**src/rtl/eth_pkt_pkg.sv**
```systemverilog
// rtl/eth_pkt_pkg.sv - field positions, frame constants, FSM states and length clamp
package eth_pkt_pkg;

  localparam int DST_HI      = 255;
  localparam int DST_LO      = 208;
  localparam int SRC_HI      = 207;
  localparam int SRC_LO      = 160;
  localparam int LEN_HI      = 159;
  localparam int LEN_LO      = 144;

  localparam int PAYLOAD_MIN = 46;
  localparam int PAYLOAD_MAX = 1500;
  localparam int HDR_BYTES   = 14;
  localparam int BUS_BYTES   = 32;

  typedef enum logic [1:0] {IDLE, SOP, DATA, GAP} gen_state_t;

  function automatic logic [10:0] clamp_len(input logic [10:0] len);
    if (len < 11'(PAYLOAD_MIN)) return 11'(PAYLOAD_MIN);
    if (len > 11'(PAYLOAD_MAX)) return 11'(PAYLOAD_MAX);
    return len;
  endfunction

endpackage

```
**src/rtl/eth_pkt_beat_fmt.sv**
```systemverilog
// rtl/eth_pkt_beat_fmt.sv - combinational builder for one 32-byte beat of a frame
module eth_pkt_beat_fmt
  import eth_pkt_pkg::*;
(
  input  logic [5:0]   i_beat,
  input  logic [10:0]  i_p,
  input  logic [47:0]  i_dst,
  input  logic [47:0]  i_src,
  output logic [255:0] o_data,
  output logic         o_eop,
  output logic [4:0]   o_empty
);

  logic [10:0]  w_frame;
  logic [5:0]   w_beats;
  logic [255:0] w_hdr;
  logic [10:0]  w_g;

  assign w_frame = i_p + 11'(HDR_BYTES);
  assign w_beats = 6'((w_frame + 11'd31) >> 5);
  assign o_eop   = (i_beat == w_beats - 6'd1);
  // (-F) mod 32 is the unused tail of the last beat, 0 when F fills it exactly
  assign o_empty = 5'(11'd0 - w_frame);

  always_comb begin
    w_hdr                = '0;
    w_hdr[DST_HI:DST_LO] = i_dst;
    w_hdr[SRC_HI:SRC_LO] = i_src;
    w_hdr[LEN_HI:LEN_LO] = {5'b0, i_p};
  end

  always_comb begin
    o_data = '0;
    w_g    = '0;
    for (int b = 0; b < BUS_BYTES; b++) begin
      w_g = {i_beat, 5'(b)};
      if (w_g < 11'(HDR_BYTES))
        o_data[255-8*b -: 8] = w_hdr[255-8*b -: 8];
      else if (w_g < w_frame)
        o_data[255-8*b -: 8] = 8'(w_g - 11'(HDR_BYTES));
    end
  end

endmodule

```
**src/rtl/eth_pkt_gen.sv**
```systemverilog
// rtl/eth_pkt_gen.sv - Avalon-ST Ethernet frame generator with start/stop control
// Build option: ETH_PKT_GEN_LEN_SWEEP_EN steps the payload length after every frame.
module eth_pkt_gen
  import eth_pkt_pkg::*;
(
  input  logic         clk,
  input  logic         reset_n,
  input  logic         cfg_start_gen,
  input  logic         cfg_stop_gen,
  input  logic [47:0]  cfg_dst_addr,
  input  logic [47:0]  cfg_src_addr,
  input  logic [10:0]  cfg_pkt_length,
  input  logic [31:0]  cfg_pkt_number,
  input  logic         cfg_continuous,
  input  logic [7:0]   cfg_ipg,
  output logic         stat_gen_compl,
  output logic [31:0]  stat_pkt_cnt,
  output logic [255:0] tx_data,
  output logic         tx_valid,
  output logic         tx_sop,
  output logic         tx_eop,
  output logic [4:0]   tx_empty,
  output logic [5:0]   tx_error,
  input  logic         tx_ready
);

  gen_state_t   r_state, w_nxt_state;
  logic [47:0]  r_dst, r_src;
  logic         r_cont, r_stop;
  logic [7:0]   r_ipg, r_gap;
  logic [31:0]  r_remain;
  logic [10:0]  r_p, w_p_next, w_ld_p;
  logic [5:0]   r_beat, w_ld_beat;
  logic         w_start_req, w_start, w_acc, w_stop_any;
  logic         w_fin_eop, w_fin_gap, w_gap_done, w_load, w_vld_nxt;
  logic [255:0] w_fmt_data;
  logic         w_fmt_eop;
  logic [4:0]   w_fmt_empty;

  assign w_start_req = cfg_start_gen && (r_state == IDLE);
  assign w_start     = w_start_req && (cfg_continuous || (cfg_pkt_number != 32'd0));
  assign w_acc       = tx_valid && tx_ready;
  assign w_stop_any  = r_stop || cfg_stop_gen;
  assign w_fin_eop   = w_stop_any || (!r_cont && (r_remain == 32'd1));
  assign w_fin_gap   = w_stop_any || (!r_cont && (r_remain == 32'd0));
  assign w_gap_done  = (r_gap == r_ipg);
  assign tx_error    = '0;

`ifdef ETH_PKT_GEN_LEN_SWEEP_EN
  assign w_p_next = (r_p == 11'(PAYLOAD_MAX)) ? 11'(PAYLOAD_MIN) : r_p + 11'd1;
`else
  assign w_p_next = clamp_len(cfg_pkt_length);
`endif

  eth_pkt_beat_fmt u_fmt (
    .i_beat  (w_ld_beat),
    .i_p     (w_ld_p),
    .i_dst   (r_dst),
    .i_src   (r_src),
    .o_data  (w_fmt_data),
    .o_eop   (w_fmt_eop),
    .o_empty (w_fmt_empty)
  );

  always_ff @(posedge clk or negedge reset_n) begin
    if (!reset_n) r_state <= IDLE;
    else          r_state <= w_nxt_state;
  end

  always_comb begin
    w_nxt_state = r_state;
    case (r_state)
      IDLE:      if (w_start) w_nxt_state = SOP;
      SOP, DATA: if (w_acc) begin
                   if (!tx_eop)               w_nxt_state = DATA;
                   else if (r_ipg != 8'd0)    w_nxt_state = GAP;
                   else if (w_fin_eop)        w_nxt_state = IDLE;
                   else                       w_nxt_state = SOP;
                 end
      GAP:       if (w_gap_done) w_nxt_state = w_fin_gap ? IDLE : SOP;
      default:   w_nxt_state = IDLE;
    endcase
  end

  // Decide which beat (if any) the output register takes at the next edge
  always_comb begin
    w_load    = 1'b0;
    w_ld_beat = r_beat;
    w_ld_p    = r_p;
    w_vld_nxt = tx_valid;
    case (r_state)
      SOP, DATA: begin
        if (!tx_valid) begin
          w_load    = 1'b1;
          w_vld_nxt = 1'b1;
        end else if (w_acc) begin
          if (!tx_eop) begin
            w_load    = 1'b1;
            w_ld_beat = r_beat + 6'd1;
          end else if (w_nxt_state == SOP) begin
            w_load    = 1'b1;
            w_ld_beat = 6'd0;
            w_ld_p    = w_p_next;
          end else begin
            w_vld_nxt = 1'b0;
          end
        end
      end
      GAP: if (w_gap_done && !w_fin_gap) begin
        w_load    = 1'b1;
        w_ld_beat = 6'd0;
        w_ld_p    = w_p_next;
        w_vld_nxt = 1'b1;
      end
      default: ;
    endcase
  end

  always_ff @(posedge clk or negedge reset_n) begin
    if (!reset_n) begin
      r_dst          <= '0;
      r_src          <= '0;
      r_cont         <= 1'b0;
      r_stop         <= 1'b0;
      r_ipg          <= '0;
      r_gap          <= '0;
      r_remain       <= '0;
      r_p            <= '0;
      r_beat         <= '0;
      stat_gen_compl <= 1'b1;
      stat_pkt_cnt   <= '0;
      tx_data        <= '0;
      tx_valid       <= 1'b0;
      tx_sop         <= 1'b0;
      tx_eop         <= 1'b0;
      tx_empty       <= '0;
    end else begin
      stat_gen_compl <= (w_nxt_state == IDLE);
      if (w_start_req)       r_stop <= 1'b0;
      else if (cfg_stop_gen) r_stop <= 1'b1;

      if (w_start) begin
        r_dst        <= cfg_dst_addr;
        r_src        <= cfg_src_addr;
        r_cont       <= cfg_continuous;
        r_ipg        <= cfg_ipg;
        r_remain     <= cfg_pkt_number;
        r_p          <= clamp_len(cfg_pkt_length);
        r_beat       <= '0;
        stat_pkt_cnt <= '0;
      end else begin
        if (w_load) begin
          r_p    <= w_ld_p;
          r_beat <= w_ld_beat;
        end
        if (w_acc && tx_eop) begin
          stat_pkt_cnt <= stat_pkt_cnt + 32'd1;
          r_remain     <= r_remain - 32'd1;
        end
      end

      if (w_acc && tx_eop)                    r_gap <= 8'd1;
      else if (r_state == GAP && !w_gap_done) r_gap <= r_gap + 8'd1;

      tx_valid <= w_vld_nxt;
      if (w_load) begin
        tx_data  <= w_fmt_data;
        tx_sop   <= (w_ld_beat == 6'd0);
        tx_eop   <= w_fmt_eop;
        tx_empty <= w_fmt_empty;
      end else if (!w_vld_nxt) begin
        tx_sop <= 1'b0;
        tx_eop <= 1'b0;
      end
    end
  end

endmodule

```
**config.mk**
```make
export PLATFORM = sky130hd
export DESIGN_NAME = eth_pkt_gen
export DESIGN_NICKNAME = d
export VERILOG_FILES = /design/src/rtl/eth_pkt_pkg.sv /design/src/rtl/eth_pkt_beat_fmt.sv /design/src/rtl/eth_pkt_gen.sv
export SDC_FILE = /design/constraint.sdc
export NUM_CORES = 1
export LEC_CHECK = 0
export ABC_AREA = 1
export BUFFER_PORTS_ARGS = -buffer_cell sky130_fd_sc_hd__buf_2
export CAP_MARGIN = 20
export CORE_ASPECT_RATIO = 1.5
export CORE_MARGIN = 4
export CORE_UTILIZATION = 40
export CTS_CLUSTER_SIZE = 12
export DETAILED_ROUTE_END_ITERATION = 10
export MAX_ROUTING_LAYER = met4
export PLACE_DENSITY_LB_ADDON = 0.12
export SETUP_SLACK_MARGIN = 0.5
export SYNTH_ARGS = -nofsm -noshare
export SYNTH_HDL_FRONTEND = slang
export SYNTH_SLANG_ARGS = --single-unit
```
**constraint.sdc**
```tcl
create_clock -name clk -period 5.6 [get_ports clk]
set_clock_uncertainty 0.1 [all_clocks]
set_input_delay 0.84 -clock clk [delete_from_list [all_inputs] [get_ports clk]]
set_output_delay 0.84 -clock clk [all_outputs]
set_load 0.005 [all_outputs]
```
==> impl_results.md <==
* Critical-path top delay cell: dfrtp_1
* Dominant synthesized flop cell: dfrtp_1
* Tot Pwr at 0.00633 W
* Crit start category: flop
* Io pins at 456
* FF+latch count, synth at 388
* Remaining antenna violation count at 0
* Die W at 188 um
* Seq/Total Area, Yosys at 50.2%
* Crit path from: r_gap[1]$_DFFE_PN0P_
* CTS Buf Count at 41
* Worst path max stage delay at 0.40 ns
* Mapped Cells at 2413
* RSZ-0062 raised after global routing: true
* Mean Syn Cell Area at about 8 sq um
* Initial antenna violation count at 3
* FFs w/ async S/R, synth at between 90% and 100%
* Slew @ Worst Pin at approximately 1.1 ns
* Worst path depth at 32
* Setup violations, final at 0
* Max frequency at 210 MHz
* Crit path to: tx_data[39]$_DFFE_PN0P_
* Gr usage total at a little under a quarter
* Max-Cap Viols at 0
* CTS root buf: clkbuf_16
* Mapped Area at 0.0194 sq mm
* Tcrit/Tclk final at 85.2%
* Setup TNS at 0 ns
* Vias in the first global route at 17400
* Post-synth EDFFs at 0
* Leakage at 12.6 nW
* R2R depth at 32
* Layout cells sized above 1 at 23.2%
* Peak supply drop at around 240 uV
* Latest clock arrival within the worst-skew pair at around 0.54 ns
* Clk buf depth at 3
* PwrDens at 270 mW/mm^2
* Most used cell along the critical path: nand2_1
* Crit path buf inv count at 6
* Pin count of the biggest net entering global routing at 131
* Synth top area share at 50.0%
* Pins Over Slew Limit at 0
* DRC at 0
* Hold Path Class: primary input to asynchronous set/reset pin
* Reg2Reg Setup Slack at between 0.8 and 0.9 ns
* Core area at 0.0478 sq mm
* DRT iter0 DRCs at 945
* Worst path required time at about 6 ns
* Via Count at 17200
* Area growth syn-to-layout at 20.9%
* Clk sink count at 388
* Synth area leaders: dfrtp_1 (50%), nand2_1 (15%), a21oi_1 (5.3%), nor2_1 (3.9%), inv_1 (3.6%)
* Warnings from Yosys at 0
* Final hold violations at 0
* Total wire length at between 60 and 70 mm
* Die H at 277 um
* Routed vias/inst at just over 5
* CTS tree: built
* Per-cell routed wire length at between 15 and 20 um
* Crit Path Max Fanout at 8
* IO buf count at 394
* Max-Slew Margin vs Limit at 26.0%
* R2R Path Start: r_gap[1]$_DFFE_PN0P_
* Synth unique cells at 56
* Final min period at roughly 4.8 ns
* H-tree Lvls at 2
* First-pass GRT wire length at 97.4 mm
* Clk pin slew, worst setup/hold paths at 0.06 ns
* Post-layout util at between 40 and 50%
* Critical path class: flop to flop
* Fin nets at 2972
* Status: finished clean
* Hpwl dp at 44.5 mm
* Placer Congestion at 0.896
* DRT Pass-1 Iters at 9
* Grt ovf at 0
* CP endpoint kind: flop
* Site Rows at 98
* CP arrival at between 5 and 6 ns
* RR Endpoint: tx_data[39]$_DFFE_PN0P_
* Crit path max-delay family: simple AND/OR/NAND/NOR gates
* Die area at approximately 0.052 sq mm
* Starting density of the core at 40.5%
* Synth area leader: dfrtp_1
## Yosys cell counts, types with 17 or more instances
cell type and count:
nand2_1 756, dfrtp_1 387, a21oi_1 205, nor2_1 199, inv_1 184, o21ai_0 122
clkbuf_1 81, buf_4 80, nand3_1 56, o21ai_1 30, xor2_1 28, ha_1 26
nor3_1 26, o31ai_1 26, o221ai_1 24, inv_2 22, nand2_2 21, o211ai_1 20
nand4_1 17
## cell families (layout without fill, tap and decap cells)
kind of cell / Yosys count / count (layout) / synth area share [%]
simple gates: 1123 / 1123 / 24.2
xor+xnor: 28 / 28 / 1.27
buf+inv: 385 / 725 / 9.10
other cells: 1 / 64 / 0.0194
compound gates: 462 / 462 / 13.5
fa+ha+maj: 26 / 26 / 1.68
flops: 388 / 388 / 50.2
## where the power goes
part | internal (W) | leakage, nW | switching (W)
clock network | 0.00153 | 0.622 | 0.00113
registers | 0.00293 | 5.05 | 0.0000939
logic | 0.000238 | 6.96 | 0.000414
## worst reg2reg max path, delay by kind of cell, from the launching register on
| kind | cells | cell delay, ns |
|---|---|---|
| buffers and inverters | 6 | 0.73 |
| AO/OA/AOI/OAI | 4 | 0.79 |
| AND/OR/NAND/NOR | 21 | 2.33 |
| adder cells (fa/ha/maj) | 1 | 0.32 |
| flip-flops | 1 | 0.40 |
## flip-flops by register name, indices dropped and copies added, names as in the netlist, 8 cells and up
register      count
r_p              11
r_remain         32
stat_pkt_cnt     32
tx_data         182
r_gap             8
r_src            48
r_dst            48
r_ipg             8
## per-stage QoR
step                hold slack [ns]  cells  setup WS [ns]  cell area (sq um)
floorplan                     0.349   2473          0.795              19600
global placement              0.362   3331          0.193              21700
detailed placement            0.360   3331          0.158              21700
CTS                           0.252   3396          0.495              23000
global route                  0.266   3416          0.409              23400
finish                        0.196   3416          0.827              23400
## worst min path at each step
stage | startpoint | endpoint | slack [ns] | cells after the start
finish | reset_n | stat_pkt_cnt[16]$_DFFE_PN0P_ | 0.20 | 1
CTS | reset_n | stat_pkt_cnt[16]$_DFFE_PN0P_ | 0.25 | 1
detailed placement | tx_data[143]$_DFFE_PN0P_ | tx_data[143]$_DFFE_PN0P_ | 0.36 | 2
global placement | tx_data[202]$_DFFE_PN0P_ | tx_data[202]$_DFFE_PN0P_ | 0.36 | 2
global route | reset_n | stat_pkt_cnt[16]$_DFFE_PN0P_ | 0.27 | 1
floorplan | r_dst[0]$_DFFE_PN0P_ | r_dst[0]$_DFFE_PN0P_ | 0.35 | 2
## layout make-up
type                    instances  area (sq um)
diodes                          3          7.51
clock buffers                  56          1190
clock inverters                 7          70.1
fillers                      4782         24400
inverters                     209           795
multi-input cells            1700          8370
flip-flops and latches        388          9710
well taps                     600           751
repair buffers                453          2500
## per-layer routing
metal,vias to the layer above,share of wire [%],global-route usage (%)
met5,-,0,-
met3,99,5.8,4.59
met4,0,2.9,6.80
li1,8383,-,-
met2,463,53,42.9
met1,8297,38,26.5
## placed cells by master (no fill, tap or decap), drive strengths merged, types with 4 or more instances in the layout
| cell type | instances |
|---|---|
| nand3 | 61 |
| o221ai | 24 |
| nor3 | 29 |
| nand4 | 19 |
| a21oi | 205 |
| nor2 | 221 |
| conb | 61 |
| ha | 26 |
| o311ai | 4 |
| clkinv | 6 |
| or2 | 5 |
| buf | 453 |
| xor2 | 28 |
| o211ai | 20 |
| o31ai | 26 |
| nand2 | 780 |
| dfrtp | 387 |
| clkbuf | 56 |
| inv | 208 |
| o22ai | 8 |
| nor4 | 5 |
| o21ai | 154 |
## repair_timing
action                     4_1_cts  5_1_grt
gates resized for setup          7       60
setup endpoints to repair       55      154
hold endpoints to repair         0        0
pin swaps                        2       11
buffers inserted                 2       17
hold buffers                     0        0
No activity file was read; power rests on OpenSTA's default activity.
